**config.mk**
```make
export PLATFORM = sky130hd
export DESIGN_NAME = ifetch_unit
export DESIGN_NICKNAME = d
export VERILOG_FILES = /design/src/rtl/ifetch_unit_pkg.sv /design/src/rtl/ifetch_unit_fetch_fifo.sv /design/src/rtl/ifetch_unit.sv
export SDC_FILE = /design/constraint.sdc
export NUM_CORES = 1
export LEC_CHECK = 0
export BUFFER_PORTS_ARGS = -buffer_cell sky130_fd_sc_hd__buf_2
export CORE_MARGIN = 8
export CORE_UTILIZATION = 58
export CTS_CLUSTER_DIAMETER = 50
export DETAILED_ROUTE_END_ITERATION = 6
export PLACE_DENSITY = 0.8
export SYNTH_ARGS = -nofsm -noshare
export SYNTH_HDL_FRONTEND = slang
export SYNTH_SLANG_ARGS = --single-unit
```
**constraint.sdc**
```tcl
create_clock -name clk -period 3.59 [get_ports clk]
set_input_delay 0.359 -clock clk [delete_from_list [all_inputs] [get_ports clk]]
set_output_delay 0.359 -clock clk [all_outputs]
set_load 0.1 [all_outputs]
```
**src/rtl/ifetch_unit_pkg.sv**
```systemverilog
// ifetch_unit_pkg
// Shared definitions for the instruction fetch front end: default data path
// widths, the encoding used for an empty decode slot, and the request FSM
// state encoding used by ifetch_unit.
package ifetch_unit_pkg;

  localparam int          ADDR_W_DEF = 32;
  localparam int          INST_W_DEF = 32;
  localparam logic [31:0] NOP_INST   = 32'h0000_0000;

  typedef enum logic [1:0] {
    ST_IDLE = 2'd0,
    ST_REQ  = 2'd1,
    ST_FULL = 2'd2,
    ST_DROP = 2'd3
  } fetchState_e;

endpackage

```
**src/rtl/ifetch_unit_fetch_fifo.sv**
```systemverilog
// fetch_fifo
// Synchronous DEPTH-entry FIFO holding prefetched {PC+4, instruction} pairs.
// Ports:
//   clk, resetn  clock and asynchronous active-low reset
//   push_i       write data_i at the tail (ignored when full unless popping)
//   pop_i        drop the head entry (ignored when empty)
//   flush_i      empty the FIFO; wins over push and pop
//   data_i       entry to write
//   valid_o      FIFO holds at least one entry
//   count_o      number of entries held, 0..DEPTH
//   head_o       oldest entry (contents undefined when empty)
module fetch_fifo
  import ifetch_unit_pkg::*;
#(
  parameter int WIDTH = ADDR_W_DEF + INST_W_DEF,
  parameter int DEPTH = 4
) (
  input  logic                         clk,
  input  logic                         resetn,
  input  logic                         push_i,
  input  logic                         pop_i,
  input  logic                         flush_i,
  input  logic [WIDTH-1:0]             data_i,
  output logic                         valid_o,
  output logic [$clog2(DEPTH+1)-1:0]   count_o,
  output logic [WIDTH-1:0]             head_o
);

  localparam int PTR_W = $clog2(DEPTH);
  localparam int CNT_W = $clog2(DEPTH + 1);

  logic [WIDTH-1:0] memQ [DEPTH];
  logic [PTR_W-1:0] wrPtrQ, wrPtrD;
  logic [PTR_W-1:0] rdPtrQ, rdPtrD;
  logic [CNT_W-1:0] countQ, countD;
  logic             doPush;
  logic             doPop;

  // A full FIFO can still accept a push when the head leaves in the same cycle.
  assign doPop  = pop_i & (countQ != '0);
  assign doPush = push_i & ((countQ != CNT_W'(DEPTH)) | doPop);

  // Pointer and occupancy update; DEPTH is a power of two so pointers wrap
  // naturally.
  always_comb begin
    wrPtrD = wrPtrQ;
    rdPtrD = rdPtrQ;
    countD = countQ;
    if (flush_i) begin
      wrPtrD = '0;
      rdPtrD = '0;
      countD = '0;
    end else begin
      if (doPush) wrPtrD = wrPtrQ + PTR_W'(1);
      if (doPop)  rdPtrD = rdPtrQ + PTR_W'(1);
      if (doPush && !doPop)      countD = countQ + CNT_W'(1);
      else if (doPop && !doPush) countD = countQ - CNT_W'(1);
    end
  end

  always_ff @(posedge clk or negedge resetn) begin
    if (!resetn) begin
      wrPtrQ <= '0;
      rdPtrQ <= '0;
      countQ <= '0;
    end else begin
      wrPtrQ <= wrPtrD;
      rdPtrQ <= rdPtrD;
      countQ <= countD;
    end
  end

  // Storage needs no reset: entries are only observed while counted as valid.
  always_ff @(posedge clk) begin
    if (doPush && !flush_i) memQ[wrPtrQ] <= data_i;
  end

  assign valid_o = (countQ != '0);
  assign count_o = countQ;
  assign head_o  = memQ[rdPtrQ];

endmodule

```
**src/rtl/ifetch_unit.sv**
```systemverilog
// ifetch_unit
// Instruction fetch front end feeding the IF/ID register. Keeps one fetch
// outstanding to a variable-latency memory, buffers returned words in a
// prefetch FIFO and hands {PC+4, instruction} to decode. A branch redirect
// flushes everything, including the data of a fetch already in flight.
// Ports:
//   clk, resetn               clock and asynchronous active-low reset
//   iRedirect, iRedirectPC    taken branch and its target (word aligned here)
//   oImemReq, oImemAddr       fetch request, held until iImemAck
//   iImemAck, iImemData       memory response
//   oValid, oInst, oPCPlus4   FIFO head towards decode (zero when empty)
//   iReady                    decode takes the head this cycle
module ifetch_unit
  import ifetch_unit_pkg::*;
#(
  parameter int                ADDR_W   = ADDR_W_DEF,
  parameter int                INST_W   = INST_W_DEF,
  parameter int                DEPTH    = 4,
  parameter logic [ADDR_W-1:0] RESET_PC = '0
) (
  input  logic              clk,
  input  logic              resetn,
  input  logic              iRedirect,
  input  logic [ADDR_W-1:0] iRedirectPC,
  output logic              oImemReq,
  output logic [ADDR_W-1:0] oImemAddr,
  input  logic              iImemAck,
  input  logic [INST_W-1:0] iImemData,
  output logic              oValid,
  output logic [INST_W-1:0] oInst,
  output logic [ADDR_W-1:0] oPCPlus4,
  input  logic              iReady
);

  localparam int               CNT_W     = $clog2(DEPTH + 1);
  localparam logic [CNT_W-1:0] DEPTH_CNT = CNT_W'(DEPTH);

  fetchState_e              stateQ, stateD;
  logic [ADDR_W-1:0]        pcQ, pcD;
  logic [ADDR_W-1:0]        dropAddrQ, dropAddrD;
  logic [ADDR_W-1:0]        redirectPc;
  logic [ADDR_W-1:0]        pcPlus4;
  logic                     push;
  logic                     popFire;
  logic                     fifoValid;
  logic [CNT_W-1:0]         fifoCount;
  logic [CNT_W-1:0]         countAfterPush;
  logic [ADDR_W+INST_W-1:0] headEntry;

  assign redirectPc = iRedirectPC & ~ADDR_W'(3);
  assign pcPlus4    = pcQ + ADDR_W'(4);

  // Redirect beats both push and pop: the flushed FIFO must not gain or lose
  // entries in the same cycle.
  assign push           = (stateQ == ST_REQ) & iImemAck & ~iRedirect;
  assign popFire        = fifoValid & iReady & ~iRedirect;
  assign countAfterPush = popFire ? fifoCount : fifoCount + CNT_W'(1);

  fetch_fifo #(
    .WIDTH (ADDR_W + INST_W),
    .DEPTH (DEPTH)
  ) u_fifo (
    .clk     (clk),
    .resetn  (resetn),
    .push_i  (push),
    .pop_i   (popFire),
    .flush_i (iRedirect),
    .data_i  ({pcPlus4, iImemData}),
    .valid_o (fifoValid),
    .count_o (fifoCount),
    .head_o  (headEntry)
  );

  // State, fetch PC and the stale address shown while a dropped fetch drains.
  always_ff @(posedge clk or negedge resetn) begin
    if (!resetn) begin
      stateQ    <= ST_IDLE;
      pcQ       <= RESET_PC;
      dropAddrQ <= RESET_PC;
    end else begin
      stateQ    <= stateD;
      pcQ       <= pcD;
      dropAddrQ <= dropAddrD;
    end
  end

  // Next state and fetch PC. A redirect always retargets the PC; if a fetch
  // is still outstanding it is drained in DROP with its original address
  // held on the bus, and its data is thrown away.
  always_comb begin
    stateD    = stateQ;
    pcD       = pcQ;
    dropAddrD = dropAddrQ;

    if (iRedirect) begin
      pcD = redirectPc;
    end else if ((stateQ == ST_REQ) && iImemAck) begin
      pcD = pcPlus4;
    end

    case (stateQ)
      ST_IDLE: stateD = ST_REQ;
      ST_REQ: begin
        if (iRedirect) begin
          if (!iImemAck) begin
            stateD    = ST_DROP;
            dropAddrD = pcQ;
          end
        end else if (iImemAck && (countAfterPush == DEPTH_CNT)) begin
          stateD = ST_FULL;
        end
      end
      ST_FULL: begin
        if (iRedirect || popFire || (fifoCount != DEPTH_CNT)) stateD = ST_REQ;
      end
      ST_DROP: begin
        if (iImemAck) stateD = ST_REQ;
      end
      default: stateD = ST_IDLE;
    endcase
  end

  // Memory-side outputs decoded from the current state.
  always_comb begin
    oImemReq  = 1'b0;
    oImemAddr = pcQ;
    case (stateQ)
      ST_REQ:  oImemReq = 1'b1;
      ST_DROP: begin
        oImemReq  = 1'b1;
        oImemAddr = dropAddrQ;
      end
      default: ;
    endcase
  end

  assign oValid   = fifoValid;
  assign oPCPlus4 = fifoValid ? headEntry[ADDR_W+INST_W-1:INST_W] : '0;
  assign oInst    = fifoValid ? headEntry[INST_W-1:0] : INST_W'(NOP_INST);

endmodule

```
# After elaboration in Yosys (flattened, before gate mapping)

Memories as Yosys holds them, arrays and structs flattened.
Cells that the tools add are included.

Muxes and demuxes: 22
Bitwise operators: 9
Reductions and logical operators: 19
Add/subtract/negate cells: 5
Equal/unequal tests: 9

Operators by type and width:

| cell                                                 | count |
|---|---|
| two-way mux 32 bit                                   | 5 |
| adder 32 x 3 -> 32 bit (second input constant)       | 1 |
| two-way mux 2 bit                                    | 9 |
| two-way mux 3 bit                                    | 4 |
| one-hot mux 2 bit (4 select lines)                   | 1 |
| AND 1 bit                                            | 6 |
| != test 3 bit (second input constant)                | 2 |
| nonzero test 2 bit                                   | 3 |
| nonzero test 3 bit                                   | 2 |
| logical AND 1 bit                                    | 5 |
| adder 2 x 1 -> 2 bit (second input constant)         | 2 |
| equality test 2 bit (second input constant)          | 2 |
| != test 2 bit (second input constant)                | 2 |
| AND reduction 4 bit                                  | 1 |
| adder 3 x 1 -> 3 bit (second input constant)         | 1 |
| equality test 3 bit (second input constant)          | 1 |
| logical NOT 1 bit                                    | 3 |
| two-way mux 1 bit                                    | 3 |
| != test 3 x 2 -> 1 bit (second input constant)       | 1 |
| AND reduction 3 bit                                  | 1 |
| subtractor 3 x 1 -> 3 bit (second input constant)    | 1 |
| equality test 2 x 1 -> 1 bit (second input constant) | 1 |
| logical NOT 2 bit                                    | 1 |
| logical OR 1 bit                                     | 2 |
| other kinds (3)                                      | 4 |

Memories kept: 1
Bits in writable memories: 256
Output and inout port bits: 98
Bits of input ports: 69
Flip-flop bits (word level): 73

Memories:

| memory      | depth | bits a word | rd ports | clocked after memory_dff | write ports | RTL line                     | source |
|---|---|---|---|---|---|---|---|
| u_fifo.memQ | 4     | 64          | 1        | 0                        | 1           | ifetch_unit_fetch_fifo.sv:32 | `logic [WIDTH-1:0] memQ [DEPTH];` |

# Depth between registers and ports, before layout

Gate-level depths: netlist (run 1).

Depth in word-level cells: 11
Depth in mapped cells: 7
Mapped depth without buffers: 7

# Cells and area by module

From an unflattened synthesis (run 1), not the netlist that was laid out.

Cell total of the unflattened synthesis: 879
Area, all modules: 14151.1 sq um

Modules (own cells, without submodules):

| module      | seq. area each (sq um) | times used | area an instance (sq um) | cells an instance |
|---|---|---|---|---|
| fetch_fifo  | 7862.5                 | 1          | 9781.9                   | 396 |
| ifetch_unit | 1551.5                 | 1          | 4369.2                   | 483 |

# Worst setup path before layout (run 1)

OpenSTA, ideal clock, no wires.

Kind: reg2reg
From: reg u_fifo.countQ[0] (netlist: u_fifo.count_o[0])
To: mem u_fifo.memQ[0][0] (netlist name), enable pin
Arrival: 2580 ps
Data required time: 3163 ps
Library setup time: 427 ps
Stages on the path, launching flop included: 7
Path slack: 584 ps
Path through: dfrtp_1 inv_1 ha_1 nand2_1 o21ai_1 nor2_1 and2_1

Longest elaborated chain between the ends: 9

Ends and longest elaborated chain:

| item                                        | RTL line                                                   | source |
|---|---|---|
| start, declared                             | ifetch_unit_fetch_fifo.sv:35                               | `logic [CNT_W-1:0] countQ, countD;` |
| start signal, assigned                      | ifetch_unit_fetch_fifo.sv:69                               | `countQ <= countD;` |
| nonzero test 3 bit                          | ifetch_unit_fetch_fifo.sv:40, ifetch_unit_fetch_fifo.sv:78 |  |
| AND 1 bit (2 in series)                     | ifetch_unit.sv:56                                          | `assign popFire = fifoValid & iReady & ~iRedirect;` |
| AND 1 bit                                   | ifetch_unit_fetch_fifo.sv:40                               | `assign doPop = pop_i & (countQ != '0);` |
| bitwise OR 1 bit (*)                        | ifetch_unit_fetch_fifo.sv:41                               | `assign doPush = push_i & ((countQ != CNT_W'(DEPTH)) \| doPop);` |
| AND 1 bit (*)                               | ifetch_unit_fetch_fifo.sv:41                               |  |
| logical AND 1 bit (*)                       | ifetch_unit_fetch_fifo.sv:75                               | `if (doPush && !flush_i) memQ[wrPtrQ] <= data_i;` |
| two-way mux 1 bit (*)                       | ifetch_unit_fetch_fifo.sv:75                               |  |
| two-way mux 1 bit (not written as such) (*) | ifetch_unit_fetch_fifo.sv:75                               |  |
| end, declared                               | ifetch_unit_fetch_fifo.sv:32                               |  |

Every way passes the cells marked *; elsewhere a longest branch is shown, timed or not.

# Worst setup path after layout (run 1)

From: reg u_fifo.countQ[0] (netlist: u_fifo.count_o[0])
To: out oInst[11]

Longest elaborated chain between the ends: 2

Ends and longest elaborated chain:

| item               | RTL line                     | source |
|---|---|---|
| nonzero test 3 bit | ifetch_unit_fetch_fifo.sv:78 | `assign valid_o = (countQ != '0);` |
| two-way mux 32 bit | ifetch_unit.sv:139           | `assign oInst = fifoValid ? headEntry[INST_W-1:0] : INST_W'(NOP_INST);` |
| end, declared      | ifetch_unit.sv:30            | `output logic [INST_W-1:0] oInst,` |

No other way between the ends.

==> results of run 1 <==
path summary, 6_finish.rpt:
kind                              startpoint                 end  slack, ns  cells after the start
hold / removal                 iImemData[10]  u_fifo.memQ[0][10]       0.02                      1
hold reg to reg                 dropAddrQ[2]        dropAddrQ[2]       0.50                      1
setup / recovery           u_fifo.count_o[0]           oInst[11]       0.30                      6
setup reg to reg           u_fifo.count_o[0]  u_fifo.memQ[1][24]       1.07                      7
max in group asynchronous             resetn             pcQ[10]       2.16                      3
min in group asynchronous             resetn       dropAddrQ[27]       0.50                      2
flip-flops by register name, summed over array words and instances (netlist names):
register / cells
stateQ: 2
u_fifo.memQ: 248
u_fifo.rdPtrQ: 2
u_fifo.count_o: 3
u_fifo.wrPtrQ: 2
dropAddrQ: 30
pcQ: 30
layout by cell type, fill, tap and decap left out, types with 5 or more instances in the layout:
cell | synthesis | final
and2_1 | 69 | 65
and4_1 | 7 | 7
buf_12 | 0 | 5
buf_2 | 17 | 160
buf_4 | 7 | 11
clkbuf_16 | 0 | 31
clkinv_1 | 0 | 7
clkinv_2 | 0 | 7
dfrtp_1 | 69 | 67
edfxtp_1 | 248 | 248
ha_1 | 8 | 8
inv_1 | 10 | 10
mux2_2 | 62 | 62
mux4_2 | 62 | 62
nand2_1 | 53 | 53
nand3_1 | 14 | 14
nand4_1 | 12 | 12
nor2_1 | 26 | 26
nor3_1 | 12 | 12
o21ai_0 | 26 | 26
xnor2_1 | 40 | 40
xor2_1 | 22 | 22
per-stage QoR:
step | total power [mW] | area, µm²
finish | 14.0 | 15900
global route | 14.5 | 15900
CTS | 14.2 | 15900
detailed placement | 11.1 | 14900
global placement | 11.0 | 14900
floorplan | 10.0 | 13800
layout make-up:
| cell class | instances | share of cell area (%) |
|---|---|---|
| multi-input cells | 464 | 26.9 |
| repair buffers | 180 | 6.44 |
| clock buffers | 33 | 4.93 |
| inverters | 10 | 0.236 |
| clock inverters | 25 | 1.22 |
| well taps | 319 | 2.51 |
| flip-flops and latches | 317 | 57.8 |
logic make-up (layout without fill, tap and decap cells):
family	after synthesis	in the layout	synth area share [%]
and+or+nand+nor	220	220	8.96
xor gates and xnor gates	62	62	3.95
DFF	317	317	66.7
buffers and inverters	74	248	2.38
adders and majority gates	8	8	0.728
AOI/OAI and AO/OA	44	44	1.85
other	1	4	0.0273
muxes	126	126	15.4
metal layers:
| metal | up-vias | global-route usage (%) |
|---|---|---|
| li1 | 3508 | - |
| met1 | 3770 | 26.1 |
| met2 | 246 | 31.3 |
| met3 | 38 | 4.10 |
| met4 | 2 | 4.20 |
| met5 | - | 0 |
power by group through the flow:
stage	clock network, mW	registers (mW)	logic, mW
2_1_floorplan	0	4.42	5.59
3_3_place_gp	0	4.57	6.45
3_5_place_dp	0	4.60	6.50
4_1_cts	3.12	4.52	6.52
5_1_grt	3.28	4.56	6.70
6_report	3.08	4.52	6.44
critical path: cells and delay by family (launching register included):
family | cells | cell delay [ns]
flip-flops | 1 | 0.39
buffers and inverters | 3 | 0.83
AND/OR/NAND/NOR | 2 | 0.87
adder cells (fa/ha/maj) | 1 | 0.27
==> impl_metrics.py, run 1 <==
metrics = {
    "sta": {
        "setup_ws_ns": 0.300,
        "finalClockSkew_ns": 0.0126,
        "period_needed_ns": 3.29,
        "holdWs_ns": 0.0179,
        "min_period_over_period_pct": 91.6,
        "rsz0062_at_grt": "no",
        "final-max-slew-violation-count": 0,
        "hold_viol_final": 0,
        "finalSetupViolCount": 0,
        "tns_ns": 0,
        "max_slew_margin_pct": 32.5,
        "max_freq_mhz": 304,
        "tightest_slew_ns": 1.01,
    },
    "layout": {
        "multiInputGateArea_mm2": 0.00428,
        "fillCellCount": 1673,
        "nets": 1081,
        "area_growth_pct": 15.6,
        "ff_latch_area_mm2": 0.00918,
        "fin_cells": 1348,
        "layout-drive-gt1-share_pct": 35.5,
        "final_core_util_pct": 67.9,
        "diodes": 0,
    },
    "synthesis": {
        "ys_seq_area_share_pct": 66.7,
        "ys_ff_latch": 317,
        "synth_area_mm2": 0.0137,
        "synth_most_common_cell": "edfxtp_1",
        "synth_top_area_share_pct": 54.2,
        "async_reset_ff_share_pct": 21.8,
        "synth_commonest_cells": "edfxtp_1, and2_1, dfrtp_1",
        "synth_top_area_cell": "edfxtp_1",
        "ys_types": 50,
        "postSynthAreaPerCell_um2": 16.1,
        "synth_area_leaders": "edfxtp_1, dfrtp_1, mux4_2, mux2_2, and2_1",
        "synth-edff-count": 248,
        "yosysWarnings": 0,
        "synthFlopType": "edfxtp_1",
        "syn_inst": 852,
    },
    "power": {
        "ir_worst_vdd_mv": 0.856,
        "swShare_pct": 47.3,
        "intPower_mw": 7.39,
        "power.switching_mw": 6.65,
        "clockPowerShare_pct": 21.9,
        "p_comb_share_pct": 45.9,
        "p_leak_nw": 5.76,
        "p_per_area_mw_per_mm2": 883,
        "seq_power_share_pct": 32.2,
    },
    "grt": {
        "grtUsageTotal_pct": 19.1,
        "antenna_found_initial": 1,
        "grt_pass1_wl_um": 43500,
        "grt_max_degree": 69,
        "grt_pass1_vias": 7978,
        "grt_overflow_total": 0,
    },
    "floorplanning": {
        "chipHeight_um": 170,
        "dieArea_mm2": 0.0289,
        "core_area_mm2": 0.0234,
        "ios": 167,
        "num_rows": 56,
        "start_util_pct": 58.7,
        "fp.dieW_um": 170,
    },
    "drt": {
        "vias": 7564,
        "antenna_left": 0,
        "wl_um": 27500,
        "wl_per_cell_um": 20.4,
        "wl_met2_um": 13200,
        "avgViaCountPerCell": 5.61,
        "highest_layer": "met5",
        "drc": 0,
        "first_iter_violations": 600,
        "dr.pass1.iters": 5,
        "wl_met3_um": 1960,
        "routedLengthMet1_um": 12000,
    },
    "run": {
        "maxCapViolCount": 0,
    },
    "placement": {
        "hpwl_um": 17700,
        "numPortBuffers": 160,
        "dp_slack_ns": 0.799,
        "gp_congestion": 0.814,
        "dp_cells": 1286,
    },
    "clock_tree": {
        "cts_made_buffers": 31,
        "cts_setup_buffers": 0,
        "clk_latency_ns": 0.55,
        "post_cts_resized": 0,
        "root_buffer": "clkbuf_16",
        "clkSlewWorstSetupHoldPaths_ns": 0.06,
        "cts.sinks": 317,
        "htree_levels": 1,
        "hold_buffers": 4,
        "clock_path_buffers": 3,
        "cts_tree": "yes",
    },
    "setup_path": {
        "crit_slowest_cell": "nand2b_2",
        "endpoint_kind": "primary output",
        "arrival_ns": 2.93,
        "startpoint_type": "register",
        "cpPeakStageDelay_ns": 0.73,
        "path_class": "reg2out",
        "required_ns": 3.23,
        "cp_max_fo": 51,
        "crit_chain": "inv_1 -> ha_1 -> nand2b_2 -> buf_4 -> and2_1 -> buf_2",
    },
    "status": {
        "status": "complete, no violations",
    },
    "hold_path": {
        "hold_path_class": "in2reg",
    },
}
Note: power is estimated with default switching activity, not from simulation.
==> run 2: changes to the inputs <==
Settings changed: ABC_AREA set to 1, CORE_UTILIZATION 58 to 59, SYNTH_HIERARCHICAL set to 1.
==> run 2 against run 1 <==
- fmax up 6.3%
- global-route usage rose by 3.4 points
- synthesized area increased by 5.0%
- first-iteration DRC count grew 54%
- core utilization is 2.0 points higher
- die area rose by 2.9%
- flip-flop and latch count up 8
- critical endpoint is now oPCPlus4[11]
- combinational power fell by 13%
- critical path depth is 1 higher
==> impl_metrics.py, run 2 <==
metrics = {
    "drt": {
        "wl_met2_um": 15700,
        "avgViaCountPerCell": 5.49,
        "wl_um": 33200,
        "wl_per_cell_um": 17.2,
        "drc": 0,
        "wl_met3_um": 2820,
        "antenna_left": 0,
        "dr.pass1.iters": 5,
        "highest_layer": "met4",
        "routedLengthMet1_um": 13800,
        "vias": 10600,
        "first_iter_violations": 921,
    },
    "grt": {
        "grt_overflow_total": 0,
        "grt_max_degree": 130,
        "antenna_found_initial": 0,
        "grt_pass1_wl_um": 52600,
        "grtUsageTotal_pct": 22.5,
        "grt_pass1_vias": 10600,
    },
    "power": {
        "p_per_area_mw_per_mm2": 818,
        "p_leak_nw": 7.18,
        "p_total_mw": 13.8,
        "seq_power_share_pct": 33.9,
        "swShare_pct": 46.1,
        "p_comb_share_pct": 40.4,
        "ir_worst_vdd_mv": 1.17,
        "clockPowerShare_pct": 25.7,
        "power.switching_mw": 6.37,
        "intPower_mw": 7.46,
    },
    "sta": {
        "period_needed_ns": 3.09,
        "max_slew_margin_pct": 46.2,
        "setup_ws_ns": 0.496,
        "finalSetupViolCount": 0,
        "min_period_over_period_pct": 86.2,
        "finalClockSkew_ns": 0.0162,
        "final-max-slew-violation-count": 0,
        "max_freq_mhz": 323,
        "tightest_slew_ns": 0.806,
        "hold_viol_final": 0,
        "rsz0062_at_grt": "no",
    },
    "synthesis": {
        "synth_xor_area_share_pct": 1.01,
        "yosysWarnings": 6,
        "synth_area_mm2": 0.0144,
        "postSynthAreaPerCell_um2": 10.2,
        "synth_mux_area_share_pct": 0,
        "synth_most_common_cell": "nand2_1",
        "yosys.area_share.simple_pct": 15.5,
        "ys_seq_area_share_pct": 65.2,
        "synth_top_area_share_pct": 53.3,
        "synthFlopType": "edfxtp_1",
        "synth-adder-area-share_pct": 0.746,
        "synth_area_leaders": "edfxtp_1, dfrtp_1, nand2_1, o21ai_0, nor2_1",
        "synth-edff-count": 256,
        "synth_compound_area_share_pct": 10.7,
        "synth_top_area_cell": "edfxtp_1",
        "synth_top_family_by_area": "simple AND/OR/NAND/NOR gates",
        "synth_commonest_cells": "nand2_1, edfxtp_1, nor2_1",
        "ys_types": 37,
        "syn_inst": 1414,
        "ys_ff_latch": 325,
        "async_reset_ff_share_pct": 21.2,
    },
    "setup_path": {
        "arrival_ns": 2.74,
        "endpoint_kind": "primary output",
        "crit_slowest_cell": "dfrtp_1",
        "startpoint_type": "register",
        "cp_max_fo": 45,
        "crit_chain": "inv_2 -> buf_4 -> o21ai_1 -> o22ai_1 -> nand2_1 -> inv_1 -> buf_2",
        "path_class": "reg2out",
        "cpPeakStageDelay_ns": 0.66,
        "required_ns": 3.23,
    },
    "layout": {
        "largest-register": "u_fifo/memQ",
        "layout_common_cells": "nand2_1, edfxtp_1, nor2_1",
        "area_growth_pct": 17.1,
        "fillCellCount": 1746,
        "nets": 1650,
        "top_regs": "u_fifo/memQ: 256 flops, dropAddrQ: 30 flops, pcQ: 30 flops",
        "fin_cells": 1924,
        "largest_reg_flops": 256,
        "layout-drive-gt1-share_pct": 17.5,
        "layout_commonest_cell": "nand2_1",
    },
    "clock_tree": {
        "post_cts_resized": 0,
        "htree_levels": 2,
        "cts_made_buffers": 36,
        "cts_setup_buffers": 0,
        "root_buffer": "clkbuf_16",
        "clock_path_buffers": 3,
        "clkSlewWorstSetupHoldPaths_ns": 0.06,
        "hold_buffers": 1,
        "cts.sinks": 325,
        "clk_latency_ns": 0.52,
        "cts_tree": "yes",
    },
    "floorplanning": {
        "dieArea_mm2": 0.0297,
        "chipHeight_um": 172,
        "fp.dieW_um": 172,
        "ios": 167,
        "start_util_pct": 59.7,
        "core_area_mm2": 0.0242,
        "num_rows": 57,
    },
    "placement": {
        "dp_cells": 1858,
        "dp_slack_ns": 1.03,
        "numPortBuffers": 162,
        "gp_congestion": 0.925,
        "hpwl_um": 20800,
    },
    "hold_path": {
        "hold_path_class": "in2reg",
    },
    "run": {
        "maxCapViolCount": 0,
    },
    "status": {
        "status": "complete, no violations",
    },
}
run 2: cell types whose count changed after synthesis, sizes merged, moves of 40 or more:
cell	before	now
and2	70	2
xnor2	40	0
inv	10	144
nor2	26	188
nand2	53	332
o21ai	30	212
mux2	62	0
o22ai	0	64
mux4	62	0
run 2: path summary, 6_finish.rpt:
check,start,cells after the start,slack (ns),end
min,iImemData[14],1,0.05,u_fifo/memQ[0][14]
min reg2reg,dropAddrQ[9],2,0.49,dropAddrQ[9]
max in group asynchronous,resetn,3,2.36,pcQ[9]
min in group asynchronous,resetn,2,0.40,stateQ[0]
max,u_fifo/rdPtrQ[1],7,0.50,oPCPlus4[11]
max reg2reg,u_fifo/count_o[2],9,1.06,u_fifo/memQ[3][28]
run 2: worst max-delay path: cells and delay by family (launching register included):
kind / cells / cell delay [ns]
buffers and inverters: 4 / 1.12
flip-flops: 1 / 0.66
AO/OA/AOI/OAI: 2 / 0.36
AND/OR/NAND/NOR: 1 / 0.08
run 2: power by group through the flow:
stage | clock network, mW | logic (mW) | registers [mW]
floorplan | 0 | 4.54 | 4.71
global placement | 0 | 5.53 | 4.74
detailed placement | 0 | 5.58 | 4.75
CTS | 3.61 | 5.60 | 4.68
global route | 3.76 | 5.89 | 4.72
finish | 3.56 | 5.58 | 4.68
run 2: cell families after synthesis:
kind of cell,count (synthesis)
other,1
AOI/OAI and AO/OA,289
xor gates and xnor gates,14
DFF,325
buffers and inverters,220
and+or+nand+nor,557
adders and majority gates,8
run 2: routing by layer:
layer	GRT usage, %	vias up
met4	7.68	0
met2	37.1	428
li1	-	5053
met1	29.9	5009
met5	0	-
met3	3.81	71
run 2: final cells by class:
class / count / area, µm² / share of cell area [%]
Sequential cell: 325 / 9420 / 55.7
Tap cell: 324 / 405 / 2.40
Clock buffer: 41 / 962 / 5.69
Multi-Input combinational cell: 878 / 4120 / 24.4
Antenna cell: 1 / 2.50 / 0.0148
Inverter: 146 / 551 / 3.26
Clock inverter: 23 / 205 / 1.21
Timing Repair Buffer: 186 / 1240 / 7.34
run 2: through the flow:
stage	setup TNS, ns	cell area (µm²)	util, %	hold WS [ns]
2_1_floorplan	-243.00	14500	-	0.0634
3_3_place_gp	0	15700	65.0	0.407
3_5_place_dp	0	15700	65.0	0.414
4_1_cts	0	16900	69.9	0.0408
5_1_grt	0	16900	69.9	0.0397
6_report	0	16900	69.9	0.0524
